==> src/rtl/bus_pkg.sv <==
// Shared encodings for the IFU/LSU memory bus arbiter: FSM states, owner ids, default widths.
package bus_pkg;

  localparam int ADDR_W_DEF = 32;
  localparam int DATA_W_DEF = 32;

  typedef enum logic [1:0] {
    ST_IDLE = 2'd0,
    ST_REQ  = 2'd1,
    ST_RSP  = 2'd2
  } state_e;

  typedef enum logic {
    OWN_IFU = 1'b0,
    OWN_LSU = 1'b1
  } owner_e;

endpackage

==> src/rtl/arb_pick.sv <==
// Combinational winner select between IFU and LSU; zero latency, no state.
// Fixed priority favours LSU; round-robin hands a tie to whoever was not served last.
module arb_pick
  import bus_pkg::*;
#(
  parameter bit ROUND_ROBIN = 1'b0
) (
  input  logic   ifu_valid_i,
  input  logic   lsu_valid_i,
  input  owner_e last_served_i,
  output owner_e winner_o
);

  always_comb begin
    winner_o = OWN_IFU;
    if (ifu_valid_i && lsu_valid_i) begin
      if (ROUND_ROBIN) begin
        winner_o = (last_served_i == OWN_IFU) ? OWN_LSU : OWN_IFU;
      end else begin
        winner_o = OWN_LSU;
      end
    end else if (lsu_valid_i) begin
      winner_o = OWN_LSU;
    end
  end

endmodule

==> src/rtl/mem_bus_arbiter.sv <==
// Shares one memory slave between IFU and LSU, one transaction in flight; >=3 cycles per transaction.
// Owner is locked from grant until its response handshake; every channel is valid/ready backpressured.
module mem_bus_arbiter
  import bus_pkg::*;
#(
  parameter int ADDR_W      = ADDR_W_DEF,
  parameter int DATA_W      = DATA_W_DEF,
  parameter int ROUND_ROBIN = 0
) (
  input  logic                clk,
  input  logic                rst,

  input  logic                ifu_req_valid,
  output logic                ifu_req_ready,
  input  logic [ADDR_W-1:0]   ifu_req_addr,
  output logic                ifu_rsp_valid,
  input  logic                ifu_rsp_ready,
  output logic [DATA_W-1:0]   ifu_rsp_rdata,

  input  logic                lsu_req_valid,
  output logic                lsu_req_ready,
  input  logic [ADDR_W-1:0]   lsu_req_addr,
  input  logic                lsu_req_wen,
  input  logic [DATA_W-1:0]   lsu_req_wdata,
  input  logic [DATA_W/8-1:0] lsu_req_wmask,
  output logic                lsu_rsp_valid,
  input  logic                lsu_rsp_ready,
  output logic [DATA_W-1:0]   lsu_rsp_rdata,

  output logic                mem_req_valid,
  input  logic                mem_req_ready,
  output logic [ADDR_W-1:0]   mem_req_addr,
  output logic                mem_req_wen,
  output logic [DATA_W-1:0]   mem_req_wdata,
  output logic [DATA_W/8-1:0] mem_req_wmask,
  input  logic                mem_rsp_valid,
  output logic                mem_rsp_ready,
  input  logic [DATA_W-1:0]   mem_rsp_rdata
);

  state_e state_q, state_d;
  owner_e owner_q, owner_d;
  owner_e last_q, last_d;
  owner_e winner;
  logic   rsp_rdy;

  arb_pick #(
    .ROUND_ROBIN (ROUND_ROBIN != 0)
  ) u_pick (
    .ifu_valid_i   (ifu_req_valid),
    .lsu_valid_i   (lsu_req_valid),
    .last_served_i (last_q),
    .winner_o      (winner)
  );

  always_ff @(posedge clk or negedge rst) begin
    if (!rst) begin
      state_q <= ST_IDLE;
      owner_q <= OWN_IFU;
      last_q  <= OWN_IFU;
    end else begin
      state_q <= state_d;
      owner_q <= owner_d;
      last_q  <= last_d;
    end
  end

  always_comb begin
    state_d       = state_q;
    owner_d       = owner_q;
    last_d        = last_q;
    rsp_rdy       = 1'b0;
    ifu_req_ready = 1'b0;
    lsu_req_ready = 1'b0;
    ifu_rsp_valid = 1'b0;
    ifu_rsp_rdata = '0;
    lsu_rsp_valid = 1'b0;
    lsu_rsp_rdata = '0;
    mem_req_valid = 1'b0;
    mem_req_addr  = '0;
    mem_req_wen   = 1'b0;
    mem_req_wdata = '0;
    mem_req_wmask = '0;
    mem_rsp_ready = 1'b0;

    case (state_q)
      ST_IDLE: begin
        // Requests are only sampled here, so a waiting master never bypasses the response cycle.
        if (ifu_req_valid || lsu_req_valid) begin
          owner_d = winner;
          state_d = ST_REQ;
        end
      end

      ST_REQ: begin
        mem_req_valid = 1'b1;
        if (owner_q == OWN_LSU) begin
          mem_req_addr  = lsu_req_addr;
          mem_req_wen   = lsu_req_wen;
          mem_req_wdata = lsu_req_wdata;
          mem_req_wmask = lsu_req_wmask;
          lsu_req_ready = mem_req_ready;
        end else begin
          mem_req_addr  = ifu_req_addr;
          ifu_req_ready = mem_req_ready;
        end
        if (mem_req_ready) begin
          state_d = ST_RSP;
          last_d  = owner_q;
        end
      end

      ST_RSP: begin
        if (owner_q == OWN_LSU) begin
          lsu_rsp_valid = mem_rsp_valid;
          lsu_rsp_rdata = mem_rsp_rdata;
          rsp_rdy       = lsu_rsp_ready;
        end else begin
          ifu_rsp_valid = mem_rsp_valid;
          ifu_rsp_rdata = mem_rsp_rdata;
          rsp_rdy       = ifu_rsp_ready;
        end
        mem_rsp_ready = rsp_rdy;
        if (mem_rsp_valid && rsp_rdy) begin
          state_d = ST_IDLE;
        end
      end

      default: state_d = ST_IDLE;
    endcase
  end

  // A slave response with no transaction awaiting it is dropped by the arbiter.
  rsp_only_in_rsp_state: assert property (
    @(posedge clk) disable iff (!rst) mem_rsp_valid |-> (state_q == ST_RSP)
  );

endmodule

==> config.mk <==
export PLATFORM = sky130hd
export DESIGN_NAME = mem_bus_arbiter
export DESIGN_NICKNAME = d
export VERILOG_FILES = /design/src/rtl/bus_pkg.sv /design/src/rtl/arb_pick.sv /design/src/rtl/mem_bus_arbiter.sv
export SDC_FILE = /design/constraint.sdc
export NUM_CORES = 1
export LEC_CHECK = 0
export BUFFER_PORTS_ARGS = -buffer_cell sky130_fd_sc_hd__buf_2
export CAP_MARGIN = 20
export CORE_AREA = 2 2 109 111
export DETAILED_ROUTE_END_ITERATION = 8
export DIE_AREA = 0 0 111 113
export GPL_ROUTABILITY_DRIVEN = 0
export PLACE_DENSITY_LB_ADDON = 0.05
export SLEW_MARGIN = 20
export SYNTH_ARGS = -nofsm -noshare
export SYNTH_HDL_FRONTEND = slang
export SYNTH_SLANG_ARGS = --single-unit
export TNS_END_PERCENT = 10
==> constraint.sdc <==
create_clock -name clk -period 1.1 [get_ports clk]
set_input_delay 0.11 -clock clk [delete_from_list [all_inputs] [get_ports clk]]
set_output_delay 0.11 -clock clk [all_outputs]
set_load 0.02 [all_outputs]
==> summary.txt <==
Final layout
  – Post-route cell area: 0.004329 sq mm
  – Layout Nets: 632
  – # fillers: 1,148
  – Diode count: 0
  – Layout cell share with drive strength beyond 1: 94.49%
  – Seq. cell area: 77.57 sq um
  – Commonest non-fill, non-tap cell in the layout: buf_2
  – Layout Area Growth over Synthesis: 204.8%
  – Multi-input logic area: 0.001738 sq mm
  – Commonest non-fill, non-tap cells in the layout: 189 x buf_2, 85 x buf_6, 56 x and2_2

Global route
  – Total track usage: 11.52%
  – Largest net degree at the start of global routing: 42
  – Vias in the first global route: 2,457
  – Gr ovfl total: 0
  – First-pass GRT wire length: 11,920 um
  – Initial antenna violation count: 0

STA
  – Hold Slack: 0.1507 ns
  – Worst Tran Pin Value: 0.2533 ns
  – Final Max Tran Viols: 0
  – Tcrit/Tclk final: 141.0%
  – Setup WS post-layout: -0.4514 ns
  – Post-layout min period: 1.551 ns
  – Fin. Hold Viols: 0
  – Rel. slew slack: 82.63%
  – Clock Skew: 0.001808 ns
  – Final setup vio count: 141
  – Max Clock Freq: 644.6 MHz
  – Unrepaired setup endpoints after global routing: yes

Pwr
  – Combinational fraction of design power: 91.1%
  – Int Pwr: 0.004815 W
  – Sequential share of power: 2.7%
  – Power Density: 2199 mW/mm^2
  – Worst vdd ir: 1.113 mV
  – Switching Share: 49.42%
  – Clock power frac: 6.1%
  – Switch Pwr: 0.004704 W
  – Leak: 2.299 nW

Worst setup path
  – Data arrival, critical path: 1.44 ns
  – FF-to-FF End: owner_q
  – Critical path peak fanout: 15
  – Setup CP Type: register to output port
  – Reg2Reg Launch Point: owner_q
  – FF-to-FF setup slack: -0.10 ns
  – Req. time, crit path: 0.99 ns
  – R2R cell count: 4
  – Setup crit end kind: output port
  – Crit start category: register

Logic synthesis
  – Post-synthesis sequential area ratio: 5.286%
  – Synthesized area per cell: 6.762 sq um
  – Post-synth top area share: 29.07%
  – Ys Warns: 0
  – Top cell type by total area after synthesis: and2_1
  – Synth Net Count: 351
  – Netlist cell types: 22
  – Top cells by area, synth: and2_1 29%, mux2i_1 23%, and3_1 17%
  – Cell area after synthesis: 0.001420 sq mm
  – Synth Instances: 210
  – Register bit total from synthesis: 3

Drt
  – Number of routed nets with antenna violations: 0
  – Drc violations: 0
  – DRT iter0 DRCs: 40
  – Via count: 2,577
  – Final wirelength: 8457 um
  – Vias per Instance: 4.071
  – Drt wl/cell: 13.36 um
  – Drt pass-1 iters: 4

Floorplan
  – Core ar.: 0.01127 sq mm
  – Initial Utilization: 12.60%
  – Rows: 39
  – IO Count: 280
  – Die Ht: 113 um
  – Die Area: 0.01254 sq mm
  – Die X: 111 um

Placed design
  – Dpl ws: -0.2403 ns
  – DP Area: 0.003427 sq mm
  – Hpwl dp: 6348 um
  – Buffers on Ports: 279

Clock tree
  – Num Clock Sinks: 3
  – Total CTS buffers: 3
  – Clock Latency Late Sink: 0.23 ns
  – CTS clk-pin slew, worst paths: 0.03 ns
  – H-tree Lvls: 1
  – Clk root buf: clkbuf_16
  – Clk buf depth: 2
  – CTS tree: done

Hold path
  – Hold path cells: 2
  – Worst Hold End: state_q[0]
  – Min-delay src: mem_req_ready
  – Min-Delay Path Class: input port to register

Run
  – Max Cap Viol: 0

Run status
  – Failing checks: negative setup slack
  – Status: finished, violations left
what timing repair did:
action	in CTS	in global routing
setup buffers	0	2
cloned	0	5
setup endpoints to repair	140	141
pin swaps	4	3
resized for setup	160	47
endpoints found under the hold margin	3	0
hold buffers	1	0
cell type report:
cell class | instances | area share, %
Timing Repair Buffer | 298 | 51.76
Multi-Input combinational cell | 183 | 40.14
Tap cell | 143 | 4.133
Clock buffer | 4 | 1.821
Sequential cell | 3 | 1.792
Inverter | 2 | 0.3468
metrics by stage:
stage          cells  power [W]  util, %  setup TNS [ns]
2_1_floorplan    210   0.005393        -          -11.43
3_3_place_gp     621   0.007290    30.40          -26.31
3_5_place_dp     621   0.007229    30.40          -27.66
4_1_cts          626   0.008485    35.63          -57.63
5_1_grt          633    0.01010    38.41          -64.26
6_report         633   0.009518    38.41          -55.73
Yosys cell counts:
cell type and number:
nor3_1 1, nor2_2 1, and2_1 66, nor2_1 34, nand2b_1 1, nor2_4 1
buf_4 5, nor2b_1 1, clkbuf_1 4, mux2i_1 33, and3_1 39, inv_4 1
o21ai_0 1, inv_1 1, buf_6 4, nand2b_4 1, nand2_1 2, dfrtp_1 3
buf_2 4, a22o_1 1, a211oi_1 1, clkbuf_2 5
power groups by stage:
stage / clock [W] / sequential, W / combinational, W
floorplan: 0 / 0.000220 / 0.00517
global placement: 0 / 0.000274 / 0.00702
detailed placement: 0 / 0.000279 / 0.00695
CTS: 0.000595 / 0.000278 / 0.00761
global route: 0.000608 / 0.000270 / 0.00922
finish: 0.000584 / 0.000259 / 0.00867
layer usage:
layer  up-vias  wire (um)  part of all wire (%)  track usage, %
li1       1252          -                     -               -
met1      1160       2814                    33           11.04
met3         8        807                   9.5           2.999
met5         -          0                     0               0
met4         0        117                   1.4           3.083
met2       157       4717                    56           23.97
critical path, cell delays in order, from the launching register on:
cell and delay, ns:
dfrtp_2 0.44, buf_12 0.16, buf_4 0.14, clkbuf_16 0.15
and3_2 0.17, buf_2 0.16
cells by family (layout without fill, tap and decap cells):
kind of cell / Yosys count / count (layout) / synth area share (%)
compound gates: 3 / 3 / 1.498
buf+inv: 24 / 304 / 10.75
flops: 3 / 3 / 5.286
mux: 33 / 33 / 23.26
simple gates: 147 / 147 / 59.21
flip-flops by register name, summed over array words and instances (netlist names):
register and cells:
owner_q 1, state_q 2
worst max path at each step:
stage | slack [ns] | to | startpoint | depth (start not counted)
CTS | -0.46 | mem_req_addr[7] | owner_q | 4
global route | -0.51 | mem_req_addr[24] | owner_q | 5
finish | -0.45 | mem_req_wen | owner_q | 5
floorplan | -0.10 | mem_req_wdata[23] | state_q[1] | 5
detailed placement | -0.24 | mem_req_addr[2] | owner_q | 4
global placement | -0.25 | mem_req_addr[2] | owner_q | 4
Note: power is estimated with default switching activity, not from simulation.
